### src/rtl/draw_pkg.sv
// Shared constants and types for the draw command scheduler.
// Holds the opcode set, default widths and the FSM state encoding.
package draw_pkg;

  localparam int WIDTH        = 8;
  localparam int COLOUR_WIDTH = 3;
  localparam int OPCODE_WIDTH = 3;
  localparam int CMD_WIDTH    = OPCODE_WIDTH + 6 * WIDTH + COLOUR_WIDTH;

  localparam int OP_CLEAR    = 0;
  localparam int OP_TRIANGLE = 1;

  typedef enum logic [1:0] {
    IDLE    = 2'd0,
    RUN     = 2'd1,
    RELEASE = 2'd2
  } state_t;

endpackage

### src/rtl/draw_cmd_fifo.sv
// Command queue for the draw scheduler.
// Power-of-two ring buffer with wrap-bit pointers; head is combinational.
module draw_cmd_fifo
  import draw_pkg::*;
#(
  parameter int W     = CMD_WIDTH,
  parameter int DEPTH = 4
) (
  input  logic         clock,
  input  logic         reset,
  input  logic         push,
  input  logic         pop,
  input  logic [W-1:0] data,
  output logic [W-1:0] head,
  output logic         full,
  output logic         empty
);

  localparam int AW = $clog2(DEPTH);

  logic [W-1:0] mem [DEPTH];
  logic [AW:0]  wr_ptr;
  logic [AW:0]  rd_ptr;

  assign empty = (wr_ptr == rd_ptr);
  assign full  = (wr_ptr[AW] != rd_ptr[AW]) &&
                 (wr_ptr[AW-1:0] == rd_ptr[AW-1:0]);
  assign head  = mem[rd_ptr[AW-1:0]];

  always_ff @(posedge clock or posedge reset) begin
    if (reset) begin
      wr_ptr <= '0;
      rd_ptr <= '0;
    end else begin
      if (push) wr_ptr <= wr_ptr + 1'b1;
      if (pop)  rd_ptr <= rd_ptr + 1'b1;
    end
  end

  // Storage needs no reset: entries are only read once pushed.
  always_ff @(posedge clock) begin
    if (push) mem[wr_ptr[AW-1:0]] <= data;
  end

endmodule

### src/rtl/draw_scheduler.sv
// Queues draw commands and hands them one at a time to a draw engine.
// draw_en is a level held until the engine's done handshake completes.
module draw_scheduler #(
  parameter int WIDTH        = 8,
  parameter int COLOUR_WIDTH = 3,
  parameter int OPCODE_WIDTH = 3,
  parameter int DEPTH        = 4
) (
  input  logic                    clock,
  input  logic                    reset,
  input  logic                    cmd_valid,
  output logic                    cmd_ready,
  input  logic [OPCODE_WIDTH-1:0] cmd_opcode,
  input  logic [WIDTH-1:0]        cmd_ax,
  input  logic [WIDTH-1:0]        cmd_ay,
  input  logic [WIDTH-1:0]        cmd_bx,
  input  logic [WIDTH-1:0]        cmd_by,
  input  logic [WIDTH-1:0]        cmd_cx,
  input  logic [WIDTH-1:0]        cmd_cy,
  input  logic [COLOUR_WIDTH-1:0] cmd_colour,
  output logic                    cmd_error,
  output logic [OPCODE_WIDTH-1:0] opcode,
  output logic [WIDTH-1:0]        ax,
  output logic [WIDTH-1:0]        ay,
  output logic [WIDTH-1:0]        bx,
  output logic [WIDTH-1:0]        by,
  output logic [WIDTH-1:0]        cx,
  output logic [WIDTH-1:0]        cy,
  output logic [COLOUR_WIDTH-1:0] colour,
  output logic                    draw_en,
  input  logic                    draw_done,
  output logic                    busy,
  output logic [15:0]             done_count
);

  import draw_pkg::*;

  localparam int CW = OPCODE_WIDTH + 6 * WIDTH + COLOUR_WIDTH;

  state_t        state;
  state_t        next_state;
  logic          pop;
  logic          finish;
  logic          legal;
  logic          transfer;
  logic          full;
  logic          empty;
  logic [CW-1:0] cmd_word;
  logic [CW-1:0] head;
  logic [CW-1:0] out_word;

  assign cmd_word = {cmd_opcode, cmd_ax, cmd_ay, cmd_bx,
                     cmd_by, cmd_cx, cmd_cy, cmd_colour};

  assign legal = (cmd_opcode == OPCODE_WIDTH'(OP_CLEAR)) ||
                 (cmd_opcode == OPCODE_WIDTH'(OP_TRIANGLE));

  assign cmd_ready = !full;
  assign transfer  = cmd_valid && cmd_ready;

  draw_cmd_fifo #(
    .W     (CW),
    .DEPTH (DEPTH)
  ) u_fifo (
    .clock (clock),
    .reset (reset),
    .push  (transfer && legal),
    .pop   (pop),
    .data  (cmd_word),
    .head  (head),
    .full  (full),
    .empty (empty)
  );

  always_ff @(posedge clock or posedge reset) begin
    if (reset) state <= IDLE;
    else       state <= next_state;
  end

  always_comb begin
    next_state = state;
    pop        = 1'b0;
    finish     = 1'b0;
    unique case (state)
      IDLE: begin
        if (!empty) begin
          pop        = 1'b1;
          next_state = RUN;
        end
      end
      RUN: begin
        if (draw_done) begin
          finish     = 1'b1;
          next_state = RELEASE;
        end
      end
      RELEASE: begin
        // Wait for the engine to drop done so it is never re-counted.
        if (!draw_done) next_state = IDLE;
      end
      default: next_state = IDLE;
    endcase
  end

  always_ff @(posedge clock or posedge reset) begin
    if (reset) begin
      out_word   <= '0;
      done_count <= '0;
      cmd_error  <= 1'b0;
    end else begin
      if (pop)    out_word   <= head;
      if (finish) done_count <= done_count + 16'd1;
      cmd_error <= transfer && !legal;
    end
  end

  assign {opcode, ax, ay, bx, by, cx, cy, colour} = out_word;

  assign draw_en = (state == RUN);
  assign busy    = !empty || (state != IDLE);

endmodule

### config.mk
export PLATFORM = sky130hd
export DESIGN_NAME = draw_scheduler
export DESIGN_NICKNAME = d
export VERILOG_FILES = /design/src/rtl/draw_pkg.sv /design/src/rtl/draw_cmd_fifo.sv /design/src/rtl/draw_scheduler.sv
export SDC_FILE = /design/constraint.sdc
export NUM_CORES = 1
export LEC_CHECK = 0
export ABC_AREA = 1
export BUFFER_PORTS_ARGS = -buffer_cell sky130_fd_sc_hd__buf_2
export CORE_MARGIN = 2
export CORE_UTILIZATION = 52
export CTS_CLUSTER_DIAMETER = 80
export DETAILED_ROUTE_END_ITERATION = 10
export GPL_ROUTABILITY_DRIVEN = 0
export GPL_TIMING_DRIVEN = 0
export HOLD_SLACK_MARGIN = 0.08
export PLACE_DENSITY = 0.75
export SLEW_MARGIN = 10
export SYNTH_ARGS = -nofsm -noshare
export SYNTH_HDL_FRONTEND = slang
export SYNTH_SLANG_ARGS = --single-unit
### constraint.sdc
create_clock -name clock -period 3.6 [get_ports clock]
set_input_delay 0.18 -clock clock [delete_from_list [all_inputs] [get_ports clock]]
set_output_delay 0.18 -clock clock [all_outputs]
set_load 0.02 [all_outputs]
Word-level counts from Yosys, hierarchy flattened:

Memory sizes are Yosys's and may differ from the RTL's. A register that Yosys moved wholly into a read port is not among the register bits.
Index checks and enable logic that the tools add are counted.

* bits in registers: 25
* bits in latches: 0
* memory bits (writable): 216
* memory bits (read-only): 0
* input port bits: 58
* output and inout port bits: 74
* word-level logic and storage cells: 41
* memories kept: 1

* add/subtract/negate cells: 3
* $mul: 0
* divide/modulo/power cells: 0
* $lt $le $gt $ge: 0
* eq/ne operators: 9
* shifts and indexed selects: 0
* mux-type cells: 10
* bitwise operators: 0
* reduce and logical (&&, ||, !) cells: 13

Memories
* u_fifo.mem: words 4, width 54, rd ports 1, clocked after memory_dff 1, write ports 1, RTL line draw_cmd_fifo.sv:21 `logic [W-1:0] mem [DEPTH];`

Operator list (number)
* $add A16 B1 Y16 const B: 1
* $add A3 B1 Y3 const B: 2
* $mux W1: 6
* $mux W2: 3
* $pmux W2 S3: 1
* $logic_and A1 B1 Y1: 4
* $ne A2 B2 Y1 const B: 2
* $eq A3 B1 Y1 const B: 1
* $eq A3 B3 Y1: 1
* $logic_not A1 Y1: 3
* $logic_not A3 Y1: 1
* $reduce_and A3 Y1: 1
* $eq A2 B1 Y1 const B: 1
* $eq A2 B2 Y1: 1
* $eq A2 B2 Y1 const B: 1
* $logic_not A2 Y1: 1
* $logic_or A1 B1 Y1: 2
* $ne A2 B1 Y1 const B: 1
* $reduce_bool A2 Y1: 1
* $ne A1 B1 Y1: 1

Depth between registers and ports, before layout:

Gate-level depths: netlist (run 1).

* depth after elaboration: 7
* mapped depth: 9
* gate-level depth less buffers: 9

By module:

A second synthesis (run 1) with hierarchy kept.

* cell total of the unflattened synthesis: 1018
* area, all modules: 12514.5 µm²

Modules (own cells, without submodules)
* draw_cmd_fifo: times used 1, cells each 673, area each 9515.4 µm², sequential area each 6636.4 µm²
* draw_scheduler: times used 1, cells each 345, area each 2999.1 µm², sequential area each 1826.8 µm²

Worst setup path before layout (run 1):

No wires, ideal clock.

* path kind: register -> register
* start: register u_fifo.rd_ptr[0]
* end: memory u_fifo.mem[0][0] (netlist bit) (enable)
* setup time: 466 ps
* arrival: 3542 ps
* required time: 3134 ps
* slack: -408 ps
* cell stages (with the launch flop): 6
* buffers on the path: 1
* period minus slack after synthesis: 4008 ps
* path through: dfrtp_1 buf_4 xnor2_2 nand3_1 nand3_1 nor2_1

* cells in the longest elaborated chain, start to end: 7

RTL lines
* start: declaration: RTL line draw_cmd_fifo.sv:23 `logic [AW:0] rd_ptr;`
* start signal: assignment: RTL line draw_cmd_fifo.sv:36 `if (pop) rd_ptr <= rd_ptr + 1'b1;`
* $eq A2 B2 Y1: RTL line draw_cmd_fifo.sv:27 `(wr_ptr[AW-1:0] == rd_ptr[AW-1:0]);`
* $logic_and A1 B1 Y1: RTL line draw_cmd_fifo.sv:26 `assign full = (wr_ptr[AW] != rd_ptr[AW]) &&`
* $logic_not A1 Y1: RTL line draw_scheduler.sv:58 `assign cmd_ready = !full;`
* named net cmd_ready: RTL line draw_scheduler.sv:12 `output logic cmd_ready,`
* $logic_and A1 B1 Y1: RTL line draw_scheduler.sv:59 `assign transfer = cmd_valid && cmd_ready;`
* $logic_and A1 B1 Y1: RTL line draw_scheduler.sv:67 `.push (transfer && legal),`
* $mux W1: RTL line draw_cmd_fifo.sv:42 `if (push) mem[wr_ptr[AW-1:0]] <= data;`
* $mux W1 (not written as such): RTL line draw_cmd_fifo.sv:42
* end: declaration: RTL line draw_cmd_fifo.sv:21

The timed path passes the listed nets, and every way through them passes these cells.

Worst setup path after layout (run 1):

* start: register u_fifo.rd_ptr[0]
* end: memory u_fifo.mem[3][17] (netlist bit) (enable)

* cells in the longest elaborated chain, start to end: 7

RTL lines (RTL line)
* $eq A2 B2 Y1: draw_cmd_fifo.sv:27
* $logic_and A1 B1 Y1: draw_cmd_fifo.sv:26
* $logic_not A1 Y1: draw_scheduler.sv:58
* $logic_and A1 B1 Y1: draw_scheduler.sv:59
* $logic_and A1 B1 Y1: draw_scheduler.sv:67
* $mux W1: draw_cmd_fifo.sv:42
* $mux W1 (not written as such): draw_cmd_fifo.sv:42

No other way between the ends.

==> results.md, run 1 <==
* Most frequent cells in the layout: 216 x edfxtp_1, 180 x nor2_1, 156 x nand2_1, 149 x buf_2, 133 x o21ai_0
* Post-DRT Antenna Nets at 0
* Average wire per standard cell at ~18 um
* Yosys reg bits at 295
* Gr ovfl total at 0
* Worst setup EP type: flop
* Pwr/cell area at 850 nW/um2
* Min cycle time layout at 2870 ps
* Initial Util at 53.1%
* H-tree depth at 1
* Die Footprint at 23500 um2
* Die outline height at around 150 um
* DRT Pass-1 Iters at 5
* Max-slew headroom at around half
* Clk_skew at between 20 and 25 ps
* Setup CP Type: reg2reg
* Final WL at between 20000 and 30000 um
* Post-CTS Setup Inserts at 0
* Drt drc at 0
* Outcome: finished clean
* Root buf cell: clkbuf_16
* Leading cell type in the layout, fill and taps excluded: edfxtp_1
* Ratio of cells with drive above 1 in the final layout at between 10% and 20%
* Ports at 132
* Clock transition at path regs at ~60 ps
* Hold Slack at about 200 ps
* FF-to-FF End: u_fifo.mem[3][17]
* Vias per cell at 5.40
* # hold bufs at CTS at 57
* Layout filler cell count at ~1600
* Reg2reg start: u_fifo.rd_ptr[0]
* Vias in the first global route at just over 8000
* Clk_lat worst skew at ~550 ps
* Finish-stage setup viols at 0
* Max Freq at 348 MHz
* DR vias at about 8200
* Max IR drop VDD at approximately 570 uV
* Measured slew at the worst slew-check pin at between 700 and 800 ps
* Total GRT Usage at around 23%
* Hold crit path type: in2async
* Leak at 5.84 nW
* Final Max Tran Viols at 0
* Sequential cell area at approximately 8500 um2
* Mean Syn Cell Area at between 10 and 15 um2
* Global-route wire length before repair at between 40000 and 50000 um
* Fin. Hold Viols at 0
* Placed inst area at 12800 um2
* Final Instance Area at about 14000 um2
* Post-CTS resize count at 0
* Clk buf depth at 3
* Largest net degree at the start of global routing at 53
* Footprint of the multi-input gates at around 2800 um2
* Die X at about 150 um
* RSZ-0062 raised after global routing: false
* Final nets at ~1300
* Post-Syn Instances at roughly 1000
* Max cap viols at 0
* Rows at 54
* Post-Syn Area at roughly 12000 um2
* Fin util at ~66%
* Worst EP arrival at ~3100 ps
* Reg-to-reg slack, setup at a little over 700 ps
* Post-DP HPWL at between 15000 and 20000 um
* First-iteration detailed-routing DRC count at approximately 760
* Post-synth cell types at 25
* CORE AREA at 21800 um2
* Critical Path RT at around 3900 ps
* Syn Nets at 1045
* Worst-path fanout max at 23
* Initial antenna violation count at 1
* CTS sink cnt at around 300
* Buffers on Ports at 131
* Synth warn at 0
* P&R area growth vs syn at 24.6%
* Element type at the critical path start: flop
* CTS tree: built
* Final worst path period share at around 80%
* Reg2Reg Depth at 7
* Sequential fraction of the synthesis area at 73.1%
* CTS buffer count at 29
[critical path, cell delays in order, from the launching register on]
cell and delay [ps]:
dfrtp_1 420, buf_4 210, xnor2_2 150, nand3_1 190, nand3_1 410, nor2_4 720, buf_12 280, buf_16 180
[final cells by class]
class	instances	share of cell area, %
flip-flops and latches	295	58.7
multi-input cells	604	19.2
repair buffers	197	9.96
clock buffers	30	5.06
well taps	280	2.43
clock inverters	24	2.06
plain buffers	53	1.87
inverters	29	0.772
diodes	1	0.0173
[per-stage QoR]
step | std cells | setup WS [ps] | setup TNS [ps] | total power [mW]
after global routing | 1513 | 569 | 0 | 13.0
after CTS | 1512 | 701 | 0 | 12.3
after floorplan | 981 | -408 | -88200 | 7.45
final | 1513 | 726 | 0 | 12.3
after detailed placement | 1401 | 716 | 0 | 9.01
after global placement | 1392 | -2230 | -469310 | 8.83
[metal layers]
layer	routed length (um)	track usage (%)
met5	0	0
met4	520	7.54
met3	1900	3.29
met2	13800	39.5
met1	11200	30.5
[synth_stat cells]
master / n / area [um2]
buf_1: 4 / 15.0
buf_2: 18 / 90.1
buf_4: 7 / 52.6
buf_6: 3 / 33.8
clkbuf_1: 21 / 78.8
dfrtp_1: 79 / 1980
edfxtp_1: 216 / 6490
ha_1: 6 / 75.1
inv_1: 28 / 105
inv_2: 1 / 3.75
nand2_1: 156 / 586
nand2_2: 1 / 6.26
nand3_1: 62 / 310
nand3b_1: 3 / 22.5
nand3b_2: 1 / 11.3
nand4_1: 8 / 50.1
nor2_1: 184 / 691
nor2_2: 1 / 6.26
nor3_1: 2 / 10.0
o21ai_0: 133 / 666
o21ai_1: 31 / 155
o31ai_1: 1 / 7.51
xnor2_1: 3 / 26.3
xnor2_2: 1 / 16.3
xor2_1: 11 / 96.3
[worst max-delay path by stage]
| stage | from | endpoint | slack, ps | cells after the start |
|---|---|---|---|---|
| after floorplan | u_fifo.rd_ptr[0] | u_fifo.mem[0][0] | -410 | 5 |
| after global placement | u_fifo.rd_ptr[0] | u_fifo.mem[1][16] | -2230 | 5 |
| after detailed placement | u_fifo.rd_ptr[0] | u_fifo.mem[3][18] | 720 | 7 |
| after CTS | u_fifo.rd_ptr[0] | u_fifo.mem[3][17] | 700 | 7 |
| after global routing | u_fifo.rd_ptr[0] | u_fifo.mem[3][17] | 570 | 7 |
| final | u_fifo.rd_ptr[0] | u_fifo.mem[3][17] | 730 | 7 |
[power by group]
part | internal, mW | total [mW] | switching (mW)
Combinational | 1.43 | 4.51 | 3.08
Sequential | 4.22 | 4.53 | 0.307
Clock | 1.92 | 3.23 | 1.31
Total | 7.56 | 12.3 | 4.70
[state kept, by name, summed over array words and instances (netlist names)]
| name | flops |
|---|---|
| done_count | 16 |
| u_fifo.mem | 216 |
| u_fifo.rd_ptr | 3 |
| u_fifo.wr_ptr | 3 |
| out_word | 54 |
| cmd_error | 1 |
| state | 2 |
[kinds of logic (layout without fill, tap and decap cells)]
group	after synthesis	in the layout	synth area share, %
and+or+nand+nor	418	418	14.6
AOI/OAI and AO/OA	165	165	7.15
xor gates and xnor gates	15	15	1.20
DFF	295	295	73.1
buffers and inverters	82	333	3.27
other	0	1	0
adders and majority gates	6	6	0.648
No activity file was read; power rests on OpenSTA's default activity.
==> run 2: changes to the inputs <==
- PLACE_DENSITY: 0.75 -> 0.72
- clock period: 3.6 -> 2.85 ns (I/O delays scaled with it)
==> results.md, run 2 (synthesis results as in run 1) <==
* Leading cell type in the layout, fill and taps excluded: edfxtp_1 (unchanged)
* Clk_lat worst skew at 550 ps (about the same)
* Critical Path RT at 3080 ps (was 3850 ps)
* P&R area growth vs syn at 24.3% (was 24.6%)
* Post-CTS resize count at 0 (unchanged)
* Final worst path period share at 94.2% (was 79.8%)
* Ports at 132 (unchanged)
* H-tree depth at 1 (unchanged)
* Min cycle time layout at 2680 ps (was 2870 ps)
* Max-slew headroom at 57.1% (was 50.4%)
* Total GRT Usage at 23.0% (about the same)
* Total Neg Setup Slack at 0 ps (unchanged)
* Layout filler cell count at 1578 (was 1560)
* Worst setup margin at 166 ps (was 726 ps)
* Clock transition at path regs at 60 ps (about the same)
* Worst setup EP type: flop (unchanged)
* Clk buf depth at 3 (unchanged)
* Final nets at 1274 (was 1273)
* Die outline height at 153 um (unchanged)
* Design Power at 15.2 mW (was 12.3 mW)
* Largest net degree at the start of global routing at 52 (was 53)
* Final Max Tran Viols at 0 (unchanged)
* Leak at 5.83 nW (was 5.84 nW)
* Register share of total power at 37.5% (was 36.9%)
* Worst EP arrival at 2920 ps (was 3120 ps)
* Max cap viols at 0 (unchanged)
* Critical path buffers and inverters at 2 (was 3)
* Vias per cell at 5.40 (about the same)
* Inserted Diodes at 0 (was 1)
* CTS sink cnt at 295 (unchanged)
* Drt drc at 0 (unchanged)
* Post-DRT Antenna Nets at 0 (unchanged)
* Initial antenna violation count at 0 (was 1)
* Combinational share of power at 37.2% (was 36.8%)
* Max reg flops at 216 (unchanged)
* Worst-path fanout max at 21 (was 23)
* Clk_skew at 19.1 ps (was 21.7 ps)
* Outcome: finished clean (unchanged)
* Ratio of cells with drive above 1 in the final layout at 18.2% (was 18.7%)
* Setup CP Type: reg2reg (unchanged)
* Gr ovfl total at 0 (unchanged)
* Post-DP HPWL at 17000 um (was 16800 um)
* Die Footprint at 23500 um2 (unchanged)
* Element type at the critical path start: flop (unchanged)
* Cell seen most often among critical-path stages: nand3_1 (unchanged)
* Part of the power in the clock network at 25.3% (was 26.3%)
* Max Freq at 373 MHz (was 348 MHz)
* Hold Slack at 179 ps (was 205 ps)
* First-iteration detailed-routing DRC count at 762 (was 758)
* DR vias at 8166 (was 8168)
* Slowest cell delay on critical path at 660 ps (was 720 ps)
* Fin. Hold Viols at 0 (unchanged)
* Measured slew at the worst slew-check pin at 642 ps (was 742 ps)
* Finish-stage setup viols at 0 (unchanged)
* Buffers on Ports at 131 (unchanged)
* Root buf cell: clkbuf_16 (unchanged)
* Hold crit path type: in2async (unchanged)
* Final WL at 27300 um (was 27400 um)
* Crit path cell chain: buf_4 -> xnor2_2 -> nand3_1 -> nand3_1 -> nor2_4 -> buf_12 (was buf_4 -> xnor2_2 -> nand3_1 -> nand3_1 -> nor2_4 -> buf_12 -> buf_16)
* Die X at 153 um (unchanged)
* CTS buffer count at 29 (unchanged)
* CORE AREA at 21800 um2 (unchanged)
* Switching power at 5.81 mW (was 4.70 mW)
* Slowest cell on the critical path: nor2_4 (unchanged)
* Initial Util at 53.1% (unchanged)
* Average wire per standard cell at 18.1 um (about the same)
* Final Instance Area at 14400 um2 (about the same)
* Rows at 54 (unchanged)
* Largest delay contributor family on the critical path: simple AND/OR/NAND/NOR gates (unchanged)
* RSZ-0062 raised after global routing: false (unchanged)
* DRT Pass-1 Iters at 7 (was 5)
* Worst slack, placed at 87.1 ps (was 716 ps)
* Internal power at 9.42 mW (was 7.56 mW)
* Vias in the first global route at 8145 (was 8209)
* Placed inst area at 12800 um2 (unchanged)
* Pwr/cell area at 1060 nW/um2 (was 850 nW/um2)
* Global-route wire length before repair at 42600 um (was 42700 um)
* Switching share of power at 38.2% (was 38.3%)
* Max IR drop VDD at 672 uV (was 565 uV)
* Most frequent cells in the layout: 216 x edfxtp_1, 180 x nor2_1, 156 x nand2_1, 149 x buf_2, 133 x o21ai_0 (unchanged)
* CTS tree: built (unchanged)
## run 2: area by class of cell
class	count	area, um2	area share, %
Multi-Input combinational cell	604	2770	19.2
Timing Repair Buffer	198	1460	10.1
Clock inverter	18	198	1.37
Tap cell	280	350	2.44
Sequential cell	295	8460	58.8
Clock buffer	36	772	5.37
Buffer	53	270	1.88
Inverter	29	111	0.774
## run 2: worst paths after layout
path / depth (start not counted) / endpoint / slack (ps) / start
hold / removal: 3 / out_word[0] / 180 / reset
max in group asynchronous: 4 / out_word[33] / 2060 / reset
hold reg to reg: 2 / out_word[38] / 460 / out_word[38]
setup reg to reg: 6 / u_fifo.mem[0][7] / 170 / u_fifo.rd_ptr[0]
setup / recovery: 6 / u_fifo.mem[0][7] / 170 / u_fifo.rd_ptr[0]
min in group clock: 2 / u_fifo.mem[1][33] / 350 / cmd_bx[6]
## run 2: stage by stage
stage / util (%) / cells
2_1_floorplan: - / 981
3_3_place_gp: 57.7 / 1392
3_5_place_dp: 58.8 / 1401
4_1_cts: 65.8 / 1512
5_1_grt: 65.9 / 1513
6_report: 65.9 / 1513
## run 2: power by group through the flow
stage / Clock [mW] / Sequential [mW] / Combinational [mW]
after global routing: 4.08 / 5.78 / 6.33
after detailed placement: 0 / 5.78 / 5.59
after global placement: 0 / 5.78 / 5.35
after CTS: 3.91 / 5.70 / 5.70
after floorplan: 0 / 6.26 / 3.15
final: 3.85 / 5.71 / 5.67
## run 2: worst reg2reg max path, cell delays in order (launching register included)
cell and delay, ps:
dfrtp_1 410, buf_4 210, xnor2_2 160, nand3_1 210
nand3_1 430, nor2_4 660, buf_12 270
## run 2: timing repair
action / CTS / global route
endpoints found under the setup margin: 0 / 38
hold buffers: 57 / 0
setup buffers: 0 / 1
hold endpoints to repair: 306 / 0
## run 2: per-layer routing
metal	track usage (%)	part of all wire, %	wire, um	up-vias
met2	39.6	50	13800	284
met1	30.6	42	11400	4002
met3	3.54	6.4	1740	41
met5	0	0	0	-
met4	6.53	1.6	450	0
li1	-	-	-	3839
